==> config.mk <==
export PLATFORM = sky130hd
export DESIGN_NAME = decode_stage_flat
export DESIGN_NICKNAME = d
export VERILOG_FILES = /design/src/rtl/decode_stage_pkg.sv /design/src/rtl/decode_stage_if.sv /design/src/rtl/decode_stage_regfile_4x8.sv /design/src/rtl/decode_stage.sv /design/src/flat_wrapper.sv
export SDC_FILE = /design/constraint.sdc
export NUM_CORES = 1
export LEC_CHECK = 0
export ABC_AREA = 0
export CAP_MARGIN = 15
export CELL_PAD_IN_SITES_DETAIL_PLACEMENT = 1
export CELL_PAD_IN_SITES_GLOBAL_PLACEMENT = 2
export CORE_MARGIN = 1
export CORE_UTILIZATION = 44
export DETAILED_ROUTE_END_ITERATION = 16
export DONT_BUFFER_PORTS = 1
export GPL_ROUTABILITY_DRIVEN = 0
export PLACE_DENSITY_LB_ADDON = 0.25
export RECOVER_POWER = 25
export SYNTH_ARGS = -nofsm -noshare
export SYNTH_HDL_FRONTEND = slang
export SYNTH_SLANG_ARGS = --single-unit
export TNS_END_PERCENT = 1
==> constraint.sdc <==
create_clock -name clk -period 3.1 [get_ports clk]
set_clock_uncertainty 0.2 [all_clocks]
set_input_delay 0.775 -clock clk [delete_from_list [all_inputs] [get_ports clk]]
set_output_delay 0.775 -clock clk [all_outputs]
set_load 0.005 [all_outputs]
==> src/rtl/decode_stage_pkg.sv <==
// Shared definitions for the decode stage: opcodes, instruction field positions,
// FSM state encodings and small opcode classification helpers.
package decode_stage_pkg;

  localparam logic [3:0] OP_ADD   = 4'd0;
  localparam logic [3:0] OP_SUB   = 4'd1;
  localparam logic [3:0] OP_AND   = 4'd2;
  localparam logic [3:0] OP_OR    = 4'd3;
  localparam logic [3:0] OP_XOR   = 4'd4;
  localparam logic [3:0] OP_CMP   = 4'd5;
  localparam logic [3:0] OP_LOAD  = 4'd6;
  localparam logic [3:0] OP_STORE = 4'd7;

  localparam int OPC_MSB = 15;
  localparam int OPC_LSB = 12;
  localparam int RD_MSB  = 11;
  localparam int RD_LSB  = 10;
  localparam int RS1_MSB = 9;
  localparam int RS1_LSB = 8;
  localparam int RS2_MSB = 7;
  localparam int RS2_LSB = 6;
  localparam int IMM_MSB = 7;
  localparam int IMM_LSB = 0;

  localparam logic [1:0] ST_IDLE  = 2'd0;
  localparam logic [1:0] ST_ISSUE = 2'd1;
  localparam logic [1:0] ST_STALL = 2'd2;

  function automatic logic isLegal(input logic [3:0] op);
    return op <= OP_STORE;
  endfunction

  function automatic logic usesRs2(input logic [3:0] op);
    return op <= OP_CMP;
  endfunction

  // CMP and STORE produce no register result.
  function automatic logic writesRd(input logic [3:0] op);
    return (op < OP_CMP) || (op == OP_LOAD);
  endfunction

endpackage

==> src/rtl/decode_stage_if.sv <==
// Fetch-side, ALU-side and writeback signals of the decode stage.
interface decode_stage_if;
  logic        in_valid;
  logic [15:0] in_instr;
  logic        in_ready;
  logic        out_valid;
  logic        out_ready;
  logic [7:0]  alu_a;
  logic [7:0]  alu_b;
  logic [3:0]  alu_opcode;
  logic        alu_src;
  logic [1:0]  out_rd;
  logic        out_wr;
  logic [7:0]  st_data;
  logic        wb_en;
  logic [1:0]  wb_addr;
  logic [7:0]  wb_data;
  logic        illegal_op;

  modport slave (
    input  in_valid, in_instr, out_ready, wb_en, wb_addr, wb_data,
    output in_ready, out_valid, alu_a, alu_b, alu_opcode, alu_src,
           out_rd, out_wr, st_data, illegal_op
  );

  modport master (
    output in_valid, in_instr, out_ready, wb_en, wb_addr, wb_data,
    input  in_ready, out_valid, alu_a, alu_b, alu_opcode, alu_src,
           out_rd, out_wr, st_data, illegal_op
  );
endinterface

==> src/rtl/decode_stage_regfile_4x8.sv <==
// Architectural register file: three read ports (rs1, rs2, store data) and one
// write port; a read of the register being written this cycle returns the new data.
module regfile_4x8 #(
  parameter int NREGS = 4
) (
  input  logic       clk,
  input  logic       rst_n,
  input  logic       we_i,
  input  logic [1:0] waddr_i,
  input  logic [7:0] wdata_i,
  input  logic [1:0] raddr1_i,
  input  logic [1:0] raddr2_i,
  input  logic [1:0] raddr3_i,
  output logic [7:0] rdata1_o,
  output logic [7:0] rdata2_o,
  output logic [7:0] rdata3_o
);

  logic [7:0] regs_q [NREGS];

  always_ff @(posedge clk or negedge rst_n) begin
    if (!rst_n) begin
      regs_q <= '{default: 8'h00};
    end else if (we_i) begin
      regs_q[waddr_i] <= wdata_i;
    end
  end

  assign rdata1_o = (we_i && waddr_i == raddr1_i) ? wdata_i : regs_q[raddr1_i];
  assign rdata2_o = (we_i && waddr_i == raddr2_i) ? wdata_i : regs_q[raddr2_i];
  assign rdata3_o = (we_i && waddr_i == raddr3_i) ? wdata_i : regs_q[raddr3_i];

endmodule

==> src/rtl/decode_stage.sv <==
// Decode stage: reads operands, tracks in-flight destinations with a pending-bit
// scoreboard, stalls on read-after-write hazards and holds one issued op for the ALU.
module decode_stage
  import decode_stage_pkg::*;
#(
  parameter int NREGS = 4
) (
  input logic          clk,
  input logic          rst_n,
  decode_stage_if.slave bus
);

  logic [3:0] opc;
  logic [1:0] rd, rs1, rs2;
  logic [7:0] imm;
  logic [7:0] rs1Data, rs2Data, rdData;

  assign opc = bus.in_instr[OPC_MSB:OPC_LSB];
  assign rd  = bus.in_instr[RD_MSB:RD_LSB];
  assign rs1 = bus.in_instr[RS1_MSB:RS1_LSB];
  assign rs2 = bus.in_instr[RS2_MSB:RS2_LSB];
  assign imm = bus.in_instr[IMM_MSB:IMM_LSB];

  regfile_4x8 #(.NREGS(NREGS)) u_regfile (
    .clk      (clk),
    .rst_n    (rst_n),
    .we_i     (bus.wb_en),
    .waddr_i  (bus.wb_addr),
    .wdata_i  (bus.wb_data),
    .raddr1_i (rs1),
    .raddr2_i (rs2),
    .raddr3_i (rd),
    .rdata1_o (rs1Data),
    .rdata2_o (rs2Data),
    .rdata3_o (rdData)
  );

  logic [1:0]       state_q, state_d;
  logic [NREGS-1:0] pending_q, pending_d, wbClear, issueSet, busy;
  logic             legal, hazard, inReady, outValid, transfer, issue;

  assign legal    = isLegal(opc);
  assign outValid = (state_q == ST_ISSUE);

  always_comb begin
    wbClear = '0;
    if (bus.wb_en) wbClear[bus.wb_addr] = 1'b1;
  end

  // A writeback landing this cycle resolves the dependency, thanks to the bypass.
  assign busy   = pending_q & ~wbClear;
  assign hazard = legal && (busy[rs1] ||
                            (usesRs2(opc) && busy[rs2]) ||
                            (opc == OP_STORE && busy[rd]));

  assign inReady  = !hazard && (!outValid || bus.out_ready);
  assign transfer = bus.in_valid && inReady;
  assign issue    = transfer && legal;

  always_comb begin
    issueSet = '0;
    if (issue && writesRd(opc)) issueSet[rd] = 1'b1;
  end

  assign pending_d = (pending_q & ~wbClear) | issueSet;

  always_comb begin
    if (issue)                           state_d = ST_ISSUE;
    else if (outValid && !bus.out_ready) state_d = ST_ISSUE;
    else if (bus.in_valid && hazard)     state_d = ST_STALL;
    else                                 state_d = ST_IDLE;
  end

  logic [7:0] aluA_q, aluB_q, stData_q;
  logic [3:0] opcode_q;
  logic [1:0] rd_q;
  logic       wr_q, illegal_q;

  always_ff @(posedge clk or negedge rst_n) begin
    if (!rst_n) begin
      state_q   <= ST_IDLE;
      pending_q <= '0;
      aluA_q    <= '0;
      aluB_q    <= '0;
      stData_q  <= '0;
      opcode_q  <= '0;
      rd_q      <= '0;
      wr_q      <= 1'b0;
      illegal_q <= 1'b0;
    end else begin
      state_q   <= state_d;
      pending_q <= pending_d;
      illegal_q <= transfer && !legal;
      if (issue) begin
        aluA_q   <= rs1Data;
        aluB_q   <= (opc >= OP_LOAD) ? imm : rs2Data;
        stData_q <= rdData;
        opcode_q <= opc;
        rd_q     <= rd;
        wr_q     <= writesRd(opc);
      end
    end
  end

  assign bus.in_ready   = inReady;
  assign bus.out_valid  = outValid;
  assign bus.alu_src    = outValid;
  assign bus.alu_a      = aluA_q;
  assign bus.alu_b      = aluB_q;
  assign bus.alu_opcode = opcode_q;
  assign bus.out_rd     = rd_q;
  assign bus.out_wr     = wr_q;
  assign bus.st_data    = stData_q;
  assign bus.illegal_op = illegal_q;

endmodule
==> src/flat_wrapper.sv <==
// flat-port wrapper written by rule: the top's interface ports become plain ports
module decode_stage_flat import decode_stage_pkg::*;
#(
  parameter int NREGS = 4
)
  (clk, rst_n, bus_in_valid, bus_in_instr, bus_out_ready, bus_wb_en, bus_wb_addr, bus_wb_data, bus_in_ready, bus_out_valid, bus_alu_a, bus_alu_b, bus_alu_opcode, bus_alu_src, bus_out_rd, bus_out_wr, bus_st_data, bus_illegal_op);
  decode_stage_if bus_i ();
  input logic clk;
  input logic rst_n;
  input wire logic [$bits(bus_i.in_valid)-1:0] bus_in_valid;
  input wire logic [$bits(bus_i.in_instr)-1:0] bus_in_instr;
  input wire logic [$bits(bus_i.out_ready)-1:0] bus_out_ready;
  input wire logic [$bits(bus_i.wb_en)-1:0] bus_wb_en;
  input wire logic [$bits(bus_i.wb_addr)-1:0] bus_wb_addr;
  input wire logic [$bits(bus_i.wb_data)-1:0] bus_wb_data;
  output wire logic [$bits(bus_i.in_ready)-1:0] bus_in_ready;
  output wire logic [$bits(bus_i.out_valid)-1:0] bus_out_valid;
  output wire logic [$bits(bus_i.alu_a)-1:0] bus_alu_a;
  output wire logic [$bits(bus_i.alu_b)-1:0] bus_alu_b;
  output wire logic [$bits(bus_i.alu_opcode)-1:0] bus_alu_opcode;
  output wire logic [$bits(bus_i.alu_src)-1:0] bus_alu_src;
  output wire logic [$bits(bus_i.out_rd)-1:0] bus_out_rd;
  output wire logic [$bits(bus_i.out_wr)-1:0] bus_out_wr;
  output wire logic [$bits(bus_i.st_data)-1:0] bus_st_data;
  output wire logic [$bits(bus_i.illegal_op)-1:0] bus_illegal_op;
  assign bus_i.in_valid = bus_in_valid;
  assign bus_i.in_instr = bus_in_instr;
  assign bus_i.out_ready = bus_out_ready;
  assign bus_i.wb_en = bus_wb_en;
  assign bus_i.wb_addr = bus_wb_addr;
  assign bus_i.wb_data = bus_wb_data;
  assign bus_in_ready = bus_i.in_ready;
  assign bus_out_valid = bus_i.out_valid;
  assign bus_alu_a = bus_i.alu_a;
  assign bus_alu_b = bus_i.alu_b;
  assign bus_alu_opcode = bus_i.alu_opcode;
  assign bus_alu_src = bus_i.alu_src;
  assign bus_out_rd = bus_i.out_rd;
  assign bus_out_wr = bus_i.out_wr;
  assign bus_st_data = bus_i.st_data;
  assign bus_illegal_op = bus_i.illegal_op;
  decode_stage #(.NREGS(NREGS)) u_core (.clk(clk), .rst_n(rst_n), .bus(bus_i));
endmodule
==> results of run 1 <==
final timing paths:
check,slack [ns],endpoint,from,cells after the start
hold / removal,0.32,u_core.bus.st_data[3],u_core.bus.st_data[3],1
min in group asynchronous,0.68,u_core.u_regfile.regs_q[29],rst_n,1
setup / recovery,0.13,bus_in_ready,bus_wb_addr[0],5
max in group asynchronous,0.96,u_core.bus.illegal_op,rst_n,1
hold reg to reg,0.32,u_core.bus.st_data[3],u_core.bus.st_data[3],1
setup reg to reg,0.88,u_core.bus.alu_b[7],u_core.pending_q[2],6
report_power, final:
part	switching (W)	leakage (nW)	total, W	internal [W]
combinational	0.000211	0.857	0.000690	0.000480
sequential	0.000219	0.838	0.00140	0.00118
clock	0.000367	0.106	0.000819	0.000452
total	0.000797	1.80	0.00291	0.00211
worst max-delay path: cells and delay by family:
kind,cells,cell delay (ns)
AOI/OAI and AO/OA,2,0.34
muxes,1,0.15
and+or+nand+nor,2,0.73
cell families after synthesis:
logic type / after synthesis
multiplexers: 114
flip-flops: 70
AND/OR/NAND/NOR: 35
AO/OA/AOI/OAI: 25
buffers and inverters: 22
XOR/XNOR: 6
cells in the mapped netlist (all sizes together):
library cell and instances:
a211o 1, a21boi 3, a21oi 10, a22o 1, a2bb2oi 1, a311oi 2
a32o 3, a32oi 2, and3 1, buf 16, clkbuf 3, dfrtp 70
inv 3, mux2 78, mux2i 13, mux4 23, nand2 3, nand2b 1
nand3 4, nand3b 3, nand4b 1, nor2 9, nor2b 6, nor3 2
nor3b 1, nor4 2, o21a 2, or2 1, or3b 1, xnor2 6
per-stage QoR:
stage               worst slack [ns]  total power (W)  std cells  utilization [%]  cell area (um^2)
floorplan                     0.0747          0.00198        272                -              3960
global placement               0.162          0.00207        373             46.6              4070
detailed placement             0.132          0.00210        373             46.6              4070
CTS                            0.136          0.00296        390             49.4              4310
global route                  0.0560          0.00306        390             49.1              4290
finish                         0.127          0.00291        390             49.1              4290
per-layer routing:
metal	vias to the layer above	track usage (%)	share of wire, %
li1	1039	-	-
met1	1244	28.3	46
met2	54	32.2	49
met3	8	5.56	4.2
met4	0	6.08	0.97
met5	-	0	0
placed cells by master (no fill, tap or decap), types with 2 or more instances in the layout:
cell	instances
mux4_2	23
clkinv_2	2
mux2_1	4
clkbuf_8	9
nand3b_1	3
xnor2_1	6
nand3_1	4
a32o_1	2
a21oi_1	10
inv_1	3
nand2_1	3
bufinv_16	2
mux2_4	20
o21a_1	2
mux2_2	54
nor2_1	9
mux2i_1	13
dfrtp_1	70
nor2b_1	6
a21boi_0	3
a311oi_1	2
nor3_1	2
buf_4	11
area by class of cell:
cell class | count | share of cell area (%)
inverter | 3 | 0.263
timing repair buffer | 13 | 2.51
clock buffer | 10 | 2.98
multi-input combinational | 180 | 48.2
clock inverter | 6 | 2.01
sequential | 70 | 40.9
tap | 108 | 3.15
flip-flops by register name, summed over array words and instances (netlist names):
register,flops
u_core.pending_q,4
u_core.bus.illegal_op,1
u_core.bus.alu_opcode,4
u_core.state_q,2
u_core.bus.alu_b,8
u_core.bus.alu_a,8
u_core.bus.out_rd,2
u_core.u_regfile.regs_q,32
u_core.bus.out_wr,1
u_core.bus.st_data,8
timing repair:
action	4_1_cts	5_1_grt
setup buffers	0	0
setup endpoints to repair	0	0
hold buffers	1	0
endpoints found under the hold margin	70	0
==> impl_metrics.json, run 1 <==
{
  "crit_path_start_kind": "input pin",
  "muxShareOfSynthArea_pct": 40.5,
  "multi_input_area_um2": 2070,
  "tns_ns": 0,
  "num_vias": 2345,
  "ios": 66,
  "synthAdderAreaFrac_pct": 0,
  "finalSetupViolations": 0,
  "synth-simple-area-share_pct": 5.66,
  "ys_top_cells_by_area": "dfrtp_1 (44%), mux2_2 (15%), mux4_2 (13%)",
  "synth_seq_cells": 70,
  "grt_pass1_vias": 2564,
  "worstSetupPathType": "input pin to output pin",
  "cts.sinks": 70,
  "critPathMaxFanout": 8,
  "whs_ns": 0.318,
  "period_minus_slack_ns": 2.97,
  "nets": 308,
  "io_buffers": 0,
  "syn_area_per_cell_um2": 14.6,
  "cts_buffer_depth": 2,
  "start_util_pct": 45.4,
  "synth_compound_area_share_pct": 4.74,
  "slew_viol_final": 71,
  "hold_viol": 0,
  "chipWidth_um": 96.9,
  "cp_data_required_time_ns": 2.12,
  "grt_max_degree": 71,
  "timing.fmax_ghz": 0.336,
  "area_growth_pct": 8.25,
  "fillers": 872,
  "violations": "capacitance limit, slew limit",
  "cts_tree": "yes",
  "cts_root_buf": "clkbuf_8",
  "drive_above_1_share_pct": 46.5,
  "clkTransAtPathRegs_ns": 0.08,
  "drc": 0,
  "max-vdd-ir-drop_mv": 0.234,
  "path_cells": "or3b_1 -> a32oi_1 -> mux2i_1 -> nor3_1 -> o21a_1",
  "power_density_nw_per_um2": 679,
  "yosysUniqueCellTypes": 38,
  "seq_area_um2": 1750,
  "yosys_warnings": 0,
  "synth_seq_area_share_pct": 44.2,
  "antenna_found_initial": 0,
  "status": "complete, but fails checks",
  "synth_top_family_by_area": "multiplexers",
  "num_rows": 34,
  "clock_latency_ns": 0.35,
  "diodes": 0,
  "grt_pass1_wl_um": 14700,
  "overflow": 0,
  "cts_resized": 0,
  "antenna_left": 0,
  "crit_slowest_cell": "or3b_1",
  "hold_class": "register to register",
  "grt_setup_unrepaired": "no",
  "wl_per_cell_um": 23.0,
  "track_usage_pct": 20.6,
  "synthCells": 272,
  "max_stage_delay_ns": 0.39,
  "arrival_ns": 2.00,
  "slew_headroom_pct": -17.9,
  "power_leakage_nw": 1.80,
  "synth_top_area_share_pct": 44.2,
  "routed_wl_um": 8980,
  "dp_hpwl_um": 5830,
  "routed_via_density": 6.01,
  "endpoint_kind": "output pin",
  "cap_viol_max_count": 1,
  "synthXorXnorAreaFrac_pct": 1.33,
  "cts_max_level": 3,
  "firstDrtPassIters": 4,
  "synth_area_um2": 3960,
  "numCtsBuffers": 9,
  "drtIter0Drc": 78,
  "worstMarginPinSlew_ns": 1.77,
  "core_um2": 8720,
  "fp.dieH_um": 96.9,
  "syn-num-nets": 303,
  "yosysTopAreaCell": "dfrtp_1",
  "die_area_um2": 9380,
  "fin_crit_sh_pct": 95.9
}
(Power assumes the default switching activity.)
==> inputs of run 2 (changes only) <==
--- a/config.mk
+++ b/config.mk
@@ -14,6 +14,7 @@
 export DETAILED_ROUTE_END_ITERATION = 16
 export DONT_BUFFER_PORTS = 1
 export GPL_ROUTABILITY_DRIVEN = 0
+export MAX_ROUTING_LAYER = met4
 export PLACE_DENSITY_LB_ADDON = 0.25
 export RECOVER_POWER = 25
 export SYNTH_ARGS = -nofsm -noshare
==> impl_metrics.json, run 2 (synthesis results as in run 1) <==
{
  "slew_viol_final": 71,
  "cts_max_level": 3,
  "io_buffers": 0,
  "cts_tree": "yes",
  "final_cell_mix": "dfrtp_1 (70), mux2_2 (54), mux4_2 (23), mux2_4 (20), mux2i_1 (13)",
  "hold_viol": 0,
  "clock_latency_ns": 0.35,
  "clkTransAtPathRegs_ns": 0.08,
  "antenna_found_initial": 0,
  "path_cells": "or3b_1 -> a32oi_1 -> mux2i_1 -> nor3_1 -> o21a_1",
  "antenna_left": 0,
  "cts_buffer_depth": 2,
  "grt_max_degree": 71,
  "die_area_um2": 9380,
  "routed_via_density": 6.02,
  "path_delay_family": "simple AND/OR/NAND/NOR gates",
  "hold_class": "register to register",
  "firstDrtPassIters": 4,
  "ios": 66,
  "max-vdd-ir-drop_mv": 0.234,
  "timing.fmax_ghz": 0.337,
  "slew_headroom_pct": -18.9,
  "fp.dieH_um": 96.9,
  "overflow": 0,
  "grt_setup_unrepaired": "no",
  "routed_wl_um": 8990,
  "finalNonFillerCells": 390,
  "chipWidth_um": 96.9,
  "critPathMaxFanout": 8,
  "cp_num_buf_inv": 0,
  "diodes": 0,
  "whs_ns": 0.318,
  "cp_data_required_time_ns": 2.12,
  "grt_pass1_wl_um": 14700,
  "core_um2": 8720,
  "layout_commonest_cell": "dfrtp_1",
  "cts_root_buf": "clkbuf_8",
  "start_util_pct": 45.4,
  "cap_viol_max_count": 1,
  "largest_register": "u_core.u_regfile.regs_q",
  "num_rows": 34,
  "arrival_ns": 1.99,
  "fin_crit_sh_pct": 95.7,
  "drc": 0,
  "violations": "capacitance limit, slew limit",
  "crit_path_start_kind": "input pin",
  "area_growth_pct": 8.25,
  "worstMarginPinSlew_ns": 1.78,
  "crit_slowest_cell": "or3b_1",
  "power_leakage_nw": 1.80,
  "dp_hpwl_um": 5830,
  "placed_cells": 373,
  "drtIter0Drc": 77,
  "grt_pass1_vias": 2563,
  "wl_per_cell_um": 23.1,
  "tns_ns": 0,
  "finalSetupViolations": 0,
  "max_stage_delay_ns": 0.39,
  "worstSetupPathType": "input pin to output pin",
  "cts.sinks": 70,
  "drive_above_1_share_pct": 46.5,
  "fillers": 872,
  "endpoint_kind": "output pin",
  "cts_setup_buffers": 0,
  "numCtsBuffers": 9,
  "period_minus_slack_ns": 2.97,
  "track_usage_pct": 21.3,
  "largest_reg_flops": 32,
  "status": "complete, but fails checks",
  "nets": 308,
  "fin_area_um2": 4290,
  "placed_area_um2": 4070,
  "power_density_nw_per_um2": 680,
  "num_vias": 2347
}
-- run 2: what timing repair did --
| item | 4_1_cts | 5_1_grt |
|---|---|---|
| hold buffers | 1 | 0 |
| resized for setup | 0 | 0 |
| setup endpoints to repair | 0 | 0 |
| endpoints found under the hold margin | 70 | 0 |
-- run 2: power breakdown --
| group | internal, W | switching [W] | leakage (nW) |
|---|---|---|---|
| registers | 0.00118 | 0.000220 | 0.838 |
| logic | 0.000480 | 0.000211 | 0.857 |
| clock network | 0.000452 | 0.000369 | 0.106 |
| total | 0.00211 | 0.000800 | 1.80 |
-- run 2: worst paths after layout --
path / from / endpoint / slack, ns / depth (start not counted)
max in group asynchronous: rst_n / u_core.bus.alu_opcode[2] / 0.95 / 1
min in group asynchronous: rst_n / u_core.bus.alu_b[1] / 0.70 / 1
min: u_core.bus.st_data[3] / u_core.bus.st_data[3] / 0.32 / 1
min reg2reg: u_core.bus.st_data[3] / u_core.bus.st_data[3] / 0.32 / 1
max reg2reg: u_core.pending_q[2] / u_core.bus.alu_b[7] / 0.88 / 6
max: bus_wb_addr[0] / bus_in_ready / 0.13 / 5
-- run 2: worst reg2reg max path: cells and delay by family, from the launching register on --
family                 cells  cell delay [ns]
and+or+nand+nor            2             0.53
muxes                      2             0.51
DFF                        1             0.41
buffers and inverters      1             0.32
AOI/OAI and AO/OA          1             0.15
-- run 2: through the flow --
stage / power, W / util, % / setup slack [ns]
after global placement: 0.00207 / 46.6 / 0.162
after CTS: 0.00296 / 49.4 / 0.136
after detailed placement: 0.00210 / 46.6 / 0.132
after floorplan: 0.00198 / - / 0.0747
after global routing: 0.00306 / 49.1 / 0.0560
final: 0.00291 / 49.1 / 0.132
-- run 2: layer usage --
metal / vias to the layer above / wire length (um) / track usage (%)
met4: 0 / 84 / 6.08
met2: 52 / 4410 / 32.2
li1: 1040 / - / -
met1: 1247 / 4130 / 28.3
met5: - / 0 / -
met3: 8 / 367 / 5.56
-- run 2: final cells by class --
class	instances	area, um^2	share of cell area, %
multi-input combinational	180	2070	48.2
timing repair buffer	13	108	2.51
tap	108	135	3.15
clock inverter	6	86.3	2.01
inverter	3	11.3	0.263
sequential	70	1750	40.9
clock buffer	10	128	2.98
